**src/rtl/mips_mc_pkg.sv**
```systemverilog
// rtl/mips_mc_pkg.sv - shared opcodes, state encodings and control codes for the multicycle controller
//
// Purpose: constants and types used by the multicycle MIPS controller and its
// output decoder.
// Ports: none (package).

package mips_mc_pkg;

  // Supported instruction opcodes (IR[31:26])
  localparam logic [5:0] OP_RTYPE = 6'd0;
  localparam logic [5:0] OP_LW    = 6'd35;
  localparam logic [5:0] OP_SW    = 6'd43;
  localparam logic [5:0] OP_BEQ   = 6'd4;
  localparam logic [5:0] OP_J     = 6'd2;
  localparam logic [5:0] OP_ADDI  = 6'd8;

  // Controller states; encodings 13-15 are unused
  typedef enum logic [3:0] {
    S_FETCH   = 4'd0,
    S_DECODE  = 4'd1,
    S_MEMADR  = 4'd2,
    S_MEMRD   = 4'd3,
    S_MEMWB   = 4'd4,
    S_MEMWR   = 4'd5,
    S_EXECUTE = 4'd6,
    S_RTYPEWB = 4'd7,
    S_BRANCH  = 4'd8,
    S_JUMP    = 4'd9,
    S_ADDIEX  = 4'd10,
    S_ADDIWB  = 4'd11,
    S_TRAP    = 4'd12
  } state_e;

  // ALUOp codes
  localparam logic [1:0] ALUOP_ADD   = 2'b00;
  localparam logic [1:0] ALUOP_SUB   = 2'b01;
  localparam logic [1:0] ALUOP_FUNCT = 2'b10;

  // ALUSrcB codes
  localparam logic [1:0] SRCB_REG     = 2'b00;
  localparam logic [1:0] SRCB_FOUR    = 2'b01;
  localparam logic [1:0] SRCB_IMM     = 2'b10;
  localparam logic [1:0] SRCB_IMM_SH2 = 2'b11;

  // PCSource codes
  localparam logic [1:0] PCSRC_ALU    = 2'b00;
  localparam logic [1:0] PCSRC_ALUOUT = 2'b01;
  localparam logic [1:0] PCSRC_JUMP   = 2'b10;

  // Datapath control vector (PCEn is derived separately from Zero)
  typedef struct packed {
    logic       pc_write;
    logic       pc_write_cond;
    logic       iord;
    logic       mem_read;
    logic       mem_write;
    logic       ir_write;
    logic       mem_to_reg;
    logic       reg_dst;
    logic       reg_write;
    logic       alu_src_a;
    logic [1:0] alu_src_b;
    logic [1:0] alu_op;
    logic [1:0] pc_source;
  } ctrl_t;

  // An instruction retires on the edge that leaves its final state.
  // A store only completes once memory accepts it.
  function automatic logic retires(state_e s, logic mem_ready);
    logic r;
    case (s)
      S_MEMWB, S_RTYPEWB, S_BRANCH, S_JUMP, S_ADDIWB: r = 1'b1;
      S_MEMWR:                                        r = mem_ready;
      default:                                        r = 1'b0;
    endcase
    return r;
  endfunction

endpackage

```
**src/rtl/multicycle_control_if.sv**
```systemverilog
// rtl/multicycle_control_if.sv - controller <-> datapath control/status bundle
//
// Purpose: groups the opcode/status inputs and all control outputs of the
// multicycle controller.
// Modports:
//   master - controller side: reads opcode, Zero, MemReady; drives controls.
//   slave  - datapath side: drives opcode, Zero, MemReady; reads controls.

interface multicycle_control_if #(
  parameter int CNT_W = 32
);
  logic [5:0]       opcode;
  logic             Zero;
  logic             MemReady;
  logic             PCEn;
  logic             PCWrite;
  logic             PCWriteCond;
  logic             IorD;
  logic             MemRead;
  logic             MemWrite;
  logic             IRWrite;
  logic             MemtoReg;
  logic             RegDst;
  logic             RegWrite;
  logic             ALUSrcA;
  logic [1:0]       ALUSrcB;
  logic [1:0]       ALUOp;
  logic [1:0]       PCSource;
  logic             Illegal;
  logic [3:0]       State;
  logic [CNT_W-1:0] InstrCount;

  modport master (
    input  opcode, Zero, MemReady,
    output PCEn, PCWrite, PCWriteCond, IorD, MemRead, MemWrite, IRWrite,
           MemtoReg, RegDst, RegWrite, ALUSrcA, ALUSrcB, ALUOp, PCSource,
           Illegal, State, InstrCount
  );

  modport slave (
    output opcode, Zero, MemReady,
    input  PCEn, PCWrite, PCWriteCond, IorD, MemRead, MemWrite, IRWrite,
           MemtoReg, RegDst, RegWrite, ALUSrcA, ALUSrcB, ALUOp, PCSource,
           Illegal, State, InstrCount
  );
endinterface

```
**src/rtl/mc_output_decode.sv**
```systemverilog
// rtl/mc_output_decode.sv - combinational state to control-vector decode
//
// Purpose: Moore decode of the controller state into datapath controls.
// Ports:
//   rst       in  reset; forces every control to 0 while high
//   state     in  current controller state
//   mem_ready in  memory handshake; qualifies IRWrite/PCWrite in FETCH
//   ctrl      out control vector

module mc_output_decode
  import mips_mc_pkg::*;
(
  input  logic   rst,
  input  state_e state,
  input  logic   mem_ready,
  output ctrl_t  ctrl
);

  always_comb begin
    ctrl = '0;
    if (!rst) begin
      case (state)
        S_FETCH: begin
          ctrl.mem_read  = 1'b1;
          ctrl.iord      = 1'b0;
          ctrl.alu_src_a = 1'b0;
          ctrl.alu_src_b = SRCB_FOUR;
          ctrl.alu_op    = ALUOP_ADD;
          ctrl.pc_source = PCSRC_ALU;
          // IR and PC only advance in the cycle the fetch actually completes
          ctrl.ir_write  = mem_ready;
          ctrl.pc_write  = mem_ready;
        end
        S_DECODE: begin
          ctrl.alu_src_a = 1'b0;
          ctrl.alu_src_b = SRCB_IMM_SH2;
          ctrl.alu_op    = ALUOP_ADD;
        end
        S_MEMADR, S_ADDIEX: begin
          ctrl.alu_src_a = 1'b1;
          ctrl.alu_src_b = SRCB_IMM;
          ctrl.alu_op    = ALUOP_ADD;
        end
        S_MEMRD: begin
          ctrl.mem_read = 1'b1;
          ctrl.iord     = 1'b1;
        end
        S_MEMWB: begin
          ctrl.reg_dst    = 1'b0;
          ctrl.mem_to_reg = 1'b1;
          ctrl.reg_write  = 1'b1;
        end
        S_MEMWR: begin
          ctrl.mem_write = 1'b1;
          ctrl.iord      = 1'b1;
        end
        S_EXECUTE: begin
          ctrl.alu_src_a = 1'b1;
          ctrl.alu_src_b = SRCB_REG;
          ctrl.alu_op    = ALUOP_FUNCT;
        end
        S_RTYPEWB: begin
          ctrl.reg_dst    = 1'b1;
          ctrl.mem_to_reg = 1'b0;
          ctrl.reg_write  = 1'b1;
        end
        S_BRANCH: begin
          ctrl.alu_src_a     = 1'b1;
          ctrl.alu_src_b     = SRCB_REG;
          ctrl.alu_op        = ALUOP_SUB;
          ctrl.pc_write_cond = 1'b1;
          ctrl.pc_source     = PCSRC_ALUOUT;
        end
        S_JUMP: begin
          ctrl.pc_write  = 1'b1;
          ctrl.pc_source = PCSRC_JUMP;
        end
        S_ADDIWB: begin
          ctrl.reg_dst    = 1'b0;
          ctrl.mem_to_reg = 1'b0;
          ctrl.reg_write  = 1'b1;
        end
        default: ctrl = '0;  // TRAP and unused encodings
      endcase
    end
  end

endmodule

```
**src/rtl/multicycle_control.sv**
```systemverilog
// rtl/multicycle_control.sv - multicycle MIPS controller FSM with retire counter
//
// Purpose: sequences the shared-memory/shared-ALU datapath through fetch,
// decode, execute, memory and writeback; traps on unsupported opcodes and
// counts retired instructions.
// Ports:
//   CLK    in  system clock, posedge
//   RESET  in  asynchronous active-high reset
//   bus    master modport of multicycle_control_if (opcode/Zero/MemReady in,
//          datapath controls, Illegal, State, InstrCount out)

module multicycle_control
  import mips_mc_pkg::*;
#(
  parameter int CNT_W = 32
) (
  input  logic                 CLK,
  input  logic                 RESET,
  multicycle_control_if.master bus
);

  state_e           state_q, state_d;
  logic [CNT_W-1:0] cnt_q, cnt_d;
  logic             illegal_q, illegal_d;
  ctrl_t            ctrl;

  // State register, retire counter and sticky illegal flag
  always_ff @(posedge CLK or posedge RESET) begin
    if (RESET) begin
      state_q   <= S_FETCH;
      cnt_q     <= '0;
      illegal_q <= 1'b0;
    end else begin
      state_q   <= state_d;
      cnt_q     <= cnt_d;
      illegal_q <= illegal_d;
    end
  end

  // Next-state logic
  always_comb begin
    state_d = state_q;
    case (state_q)
      S_FETCH:  if (bus.MemReady) state_d = S_DECODE;
      S_DECODE: begin
        case (bus.opcode)
          OP_LW, OP_SW: state_d = S_MEMADR;
          OP_RTYPE:     state_d = S_EXECUTE;
          OP_BEQ:       state_d = S_BRANCH;
          OP_J:         state_d = S_JUMP;
          OP_ADDI:      state_d = S_ADDIEX;
          default:      state_d = S_TRAP;
        endcase
      end
      S_MEMADR:  state_d = (bus.opcode == OP_SW) ? S_MEMWR : S_MEMRD;
      S_MEMRD:   if (bus.MemReady) state_d = S_MEMWB;
      S_MEMWR:   if (bus.MemReady) state_d = S_FETCH;
      S_EXECUTE: state_d = S_RTYPEWB;
      S_ADDIEX:  state_d = S_ADDIWB;
      S_MEMWB, S_RTYPEWB, S_BRANCH, S_JUMP, S_ADDIWB: state_d = S_FETCH;
      S_TRAP:    state_d = S_TRAP;    // only RESET leaves the trap
      default:   state_d = S_FETCH;   // unused encodings recover
    endcase
  end

  // Counter wraps naturally modulo 2^CNT_W
  always_comb begin
    cnt_d     = retires(state_q, bus.MemReady) ? cnt_q + CNT_W'(1) : cnt_q;
    illegal_d = illegal_q | (state_d == S_TRAP);
  end

  // Output decode
  mc_output_decode u_output_decode (
    .rst       (RESET),
    .state     (state_q),
    .mem_ready (bus.MemReady),
    .ctrl      (ctrl)
  );

  assign bus.PCWrite     = ctrl.pc_write;
  assign bus.PCWriteCond = ctrl.pc_write_cond;
  assign bus.PCEn        = ctrl.pc_write | (ctrl.pc_write_cond & bus.Zero);
  assign bus.IorD        = ctrl.iord;
  assign bus.MemRead     = ctrl.mem_read;
  assign bus.MemWrite    = ctrl.mem_write;
  assign bus.IRWrite     = ctrl.ir_write;
  assign bus.MemtoReg    = ctrl.mem_to_reg;
  assign bus.RegDst      = ctrl.reg_dst;
  assign bus.RegWrite    = ctrl.reg_write;
  assign bus.ALUSrcA     = ctrl.alu_src_a;
  assign bus.ALUSrcB     = ctrl.alu_src_b;
  assign bus.ALUOp       = ctrl.alu_op;
  assign bus.PCSource    = ctrl.pc_source;
  assign bus.Illegal     = illegal_q;
  assign bus.State       = state_q;
  assign bus.InstrCount  = cnt_q;

endmodule

```
**src/flat_wrapper.sv**
```systemverilog
// flat-port wrapper written by rule: the top's interface ports become plain ports
module multicycle_control_flat import mips_mc_pkg::*;
#(
  parameter int CNT_W = 32
)
  (CLK, RESET, bus_opcode, bus_Zero, bus_MemReady, bus_PCEn, bus_PCWrite, bus_PCWriteCond, bus_IorD, bus_MemRead, bus_MemWrite, bus_IRWrite, bus_MemtoReg, bus_RegDst, bus_RegWrite, bus_ALUSrcA, bus_ALUSrcB, bus_ALUOp, bus_PCSource, bus_Illegal, bus_State, bus_InstrCount);
  multicycle_control_if #(.CNT_W(CNT_W)) bus_i ();
  input  logic CLK;
  input  logic RESET;
  input wire logic [$bits(bus_i.opcode)-1:0] bus_opcode;
  input wire logic [$bits(bus_i.Zero)-1:0] bus_Zero;
  input wire logic [$bits(bus_i.MemReady)-1:0] bus_MemReady;
  output wire logic [$bits(bus_i.PCEn)-1:0] bus_PCEn;
  output wire logic [$bits(bus_i.PCWrite)-1:0] bus_PCWrite;
  output wire logic [$bits(bus_i.PCWriteCond)-1:0] bus_PCWriteCond;
  output wire logic [$bits(bus_i.IorD)-1:0] bus_IorD;
  output wire logic [$bits(bus_i.MemRead)-1:0] bus_MemRead;
  output wire logic [$bits(bus_i.MemWrite)-1:0] bus_MemWrite;
  output wire logic [$bits(bus_i.IRWrite)-1:0] bus_IRWrite;
  output wire logic [$bits(bus_i.MemtoReg)-1:0] bus_MemtoReg;
  output wire logic [$bits(bus_i.RegDst)-1:0] bus_RegDst;
  output wire logic [$bits(bus_i.RegWrite)-1:0] bus_RegWrite;
  output wire logic [$bits(bus_i.ALUSrcA)-1:0] bus_ALUSrcA;
  output wire logic [$bits(bus_i.ALUSrcB)-1:0] bus_ALUSrcB;
  output wire logic [$bits(bus_i.ALUOp)-1:0] bus_ALUOp;
  output wire logic [$bits(bus_i.PCSource)-1:0] bus_PCSource;
  output wire logic [$bits(bus_i.Illegal)-1:0] bus_Illegal;
  output wire logic [$bits(bus_i.State)-1:0] bus_State;
  output wire logic [$bits(bus_i.InstrCount)-1:0] bus_InstrCount;
  assign bus_i.opcode = bus_opcode;
  assign bus_i.Zero = bus_Zero;
  assign bus_i.MemReady = bus_MemReady;
  assign bus_PCEn = bus_i.PCEn;
  assign bus_PCWrite = bus_i.PCWrite;
  assign bus_PCWriteCond = bus_i.PCWriteCond;
  assign bus_IorD = bus_i.IorD;
  assign bus_MemRead = bus_i.MemRead;
  assign bus_MemWrite = bus_i.MemWrite;
  assign bus_IRWrite = bus_i.IRWrite;
  assign bus_MemtoReg = bus_i.MemtoReg;
  assign bus_RegDst = bus_i.RegDst;
  assign bus_RegWrite = bus_i.RegWrite;
  assign bus_ALUSrcA = bus_i.ALUSrcA;
  assign bus_ALUSrcB = bus_i.ALUSrcB;
  assign bus_ALUOp = bus_i.ALUOp;
  assign bus_PCSource = bus_i.PCSource;
  assign bus_Illegal = bus_i.Illegal;
  assign bus_State = bus_i.State;
  assign bus_InstrCount = bus_i.InstrCount;
  multicycle_control #(.CNT_W(CNT_W)) u_core (.CLK(CLK), .RESET(RESET), .bus(bus_i));
endmodule
```
**config.mk**
```make
export PLATFORM = sky130hd
export DESIGN_NAME = multicycle_control_flat
export DESIGN_NICKNAME = d
export VERILOG_FILES = /design/src/rtl/mips_mc_pkg.sv /design/src/rtl/multicycle_control_if.sv /design/src/rtl/mc_output_decode.sv /design/src/rtl/multicycle_control.sv /design/src/flat_wrapper.sv
export SDC_FILE = /design/constraint.sdc
export NUM_CORES = 1
export LEC_CHECK = 0
export ABC_AREA = 1
export CAP_MARGIN = 20
export CORE_ASPECT_RATIO = 1.2
export CORE_MARGIN = 4
export CORE_UTILIZATION = 40
export DETAILED_ROUTE_END_ITERATION = 8
export PLACE_DENSITY = 0.75
export SLEW_MARGIN = 40
export SYNTH_ARGS = -nofsm -noshare
export SYNTH_HDL_FRONTEND = slang
export SYNTH_HIERARCHICAL = 1
export SYNTH_SLANG_ARGS = --single-unit
```
**constraint.sdc**
```tcl
create_clock -name CLK -period 2.8 [get_ports CLK]
set_clock_uncertainty 0.15 [all_clocks]
set_input_delay 0.42 -clock CLK [delete_from_list [all_inputs] [get_ports CLK]]
set_output_delay 0.42 -clock CLK [all_outputs]
set_load 0.02 [all_outputs]
```
==> results.md <==
* Status: complete, no violations
* Post-synth EDFFs at 0
* Syn Std Cell Area at 2670 sq um
* First-pass DRT Iterations at 4
* GR Overflow Total at 0
* Cells after Synth at 410
* First-pass GRT wire length at 11300 um
* Via/cell ratio at 4.95
* Max-cap viol count at 0
* Post-DP HPWL at 5460 um
* Critical path launch point type: primary input
* Final ANT Viol Nets at 0
* GRT Util Overall at 17.6%
* Final Setup Violations at 0
* Largest net degree at the start of global routing at 38
* Height of the die at 97.5 um
* Post-synthesis sequential area ratio at 34.6%
* Fin nets at 486
* Slew Limit Fails at 0
* Leak at 0.00148 uW
* Arrival time at the worst endpoint at 2.11 ns
* Total power at 2380 uW
* Setup TNS Final at 0 ns
* Async SR Flop Fraction at 100%
* Cell taking the most area after synthesis: dfrtp_1
* CTS max path bufs at 2
* Std-Cell Rows at 32
* Clock sinks at 37
* H-tree levels at 2
* Leading register cell type out of synthesis: dfrtp_1
* Unrepaired setup endpoints after global routing: false
* Crit. End Element: primary output
* Dpl ws at 0.0790 ns
* Crit Path Max Fanout at 7
* Reg clk slew, reported paths at 0.07 ns
* Initial antenna violation count at 0
* Starting Density at 41.5%
* Antenna cells at 0
* Crit share post-route at 95.9%
* Per-cell routed wire length at 12.4 um
* Pwr per Cell Area at 688 nW/um^2
* Vias at 2776
* Vias in the first global route at 2518
* TritonCTS clock tree: yes
* Fillers at 627
* Mean post-synth cell area at 6.52 sq um
* Core Box Area at 6450 sq um
* Total CTS buffers at 5
* Hold_ws at 0.324 ns
* Synth top area share at 34.6%
* Die Area at 8060 sq um
* Synth area leaders: dfrtp_1 (35%), nand2_1 (20%), nor2_1 (8.0%)
* Max IR drop VDD at 0.000379 V
* Die span in x at 82.6 um
* Worst EP required at 2.23 ns
* Layout cells sized above 1 at 6.93%
* Kind of critical path: in2out
* Net Count, Synth at 421
* Skew-Pair Late Insertion Delay at 0.29 ns
* RePlAce Congestion at 0.893
* Ys Warns at 6
* Hold WC Path Type: reg2reg
* Post-synth top cells: nand2_1 (139), nor2_1 (57), inv_1 (47), dfrtp_1 (37), nand3_1 (32)
* Initial DRC count at 153
* Final WS setup at 0.116 ns
* Root Buffer Master: clkbuf_8
* Fmax at 373 MHz
* Hold Buf Count CTS at 0
* Worst slew margin at 68.4%
* # DRC at 0
* Synthesis-to-finish area growth at 29.4%
* Count leader, synth: nand2_1
* Hold Vio Cnt, Final at 0
* Crit path time final at 2.68 ns
* FF+latch count, synth at 37
* Netlist cell types at 31
* PortBufs at 63
* Num ports at 64
* WL final at 6930 um
* Slew @ Worst Pin at 0.474 ns
* Final core area utilization at 53.7%
[cell type report]
type	count	area [sq um]	share of cell area [%]
Clock buffer	7	96.3	2.78
Clock inverter	1	5.00	0.145
Inverter	53	199	5.75
Multi-Input combinational cell	312	1470	42.6
Sequential cell	37	926	26.8
Tap cell	85	106	3.07
Timing Repair Buffer	66	653	18.9
[routing by layer]
layer  wire [um]  track usage [%]  share of wire, %
met5           0                0                 0
met4         100             5.16               1.4
met3         281             3.15               4.1
met2        3530             29.6                51
met1        3020             22.4                44
[logic make-up after synthesis]
logic type | synth area share (%)
xor gates and xnor gates | 5.24
and+or+nand+nor | 43.6
DFF | 34.6
buffers and inverters | 10.3
adders and majority gates | 0.468
AOI/OAI and AO/OA | 5.76
[flip-flops by register name (all words and copies together) (netlist names)]
name                   flops
u_core/bus.Illegal         1
u_core/bus.InstrCount     32
u_core/bus.State           4
[worst paths after layout]
kind / from / end / slack, ns / cells after the start
setup / recovery: RESET / bus_PCEn / 0.12 / 6
hold / removal: u_core/bus.Illegal / u_core/bus.Illegal / 0.32 / 2
max in group asynchronous: RESET / u_core/bus.InstrCount[18] / 1.67 / 3
hold reg to reg: u_core/bus.Illegal / u_core/bus.Illegal / 0.32 / 2
setup reg to reg: u_core/bus.State[3] / u_core/bus.InstrCount[10] / 0.73 / 10
min in group asynchronous: RESET / u_core/bus.InstrCount[21] / 0.51 / 3
[power breakdown]
group	total, uW	internal (uW)	leakage, uW	switching [uW]
Clock	413	223	0.0000542	190
Combinational	1150	456	0.000942	698
Sequential	814	631	0.000487	183
Total	2380	1310	0.00148	1070
[timing repair]
item                                    CTS  global route
endpoints found under the setup margin    0             1
setup buffers                             0             0
resized for setup                         0             1
[critical path: stages]
cell	delay, ns
clkdlybuf4s50_1	0.47
inv_2	0.16
nand3_1	0.15
nor2_2	0.18
a21o_1	0.13
clkdlybuf4s50_1	0.60
[stage by stage]
step                      cells  instance area (sq um)
after global routing        561                   3460
final                       561                   3460
after detailed placement    553                   3360
after global placement      553                   3360
after CTS                   561                   3460
after floorplan             410                   2670
[placed cells by master, fill, tap and decap left out]
master,n
inv_2,5
and2_1,1
nor3b_1,2
o21ai_0,2
o2111ai_1,1
a21oi_2,1
nand3_1,32
a31oi_1,1
inv_1,47
nand3_2,2
dfrtp_1,37
nand2_1,139
nor2_1,56
nand2_2,3
a21o_1,1
o21ai_1,18
nand4_1,9
xnor2_1,6
buf_4,3
clkdlybuf4s50_1,63
nor3_2,2
clkbuf_8,7
o211ai_1,1
clkinv_1,1
nor2_2,8
clkinv_2,1
a21oi_1,3
ha_1,1
xor2_1,10
nor3_1,7
nand3b_1,5
nor3_4,1
Note: power is estimated with default switching activity, not from simulation.
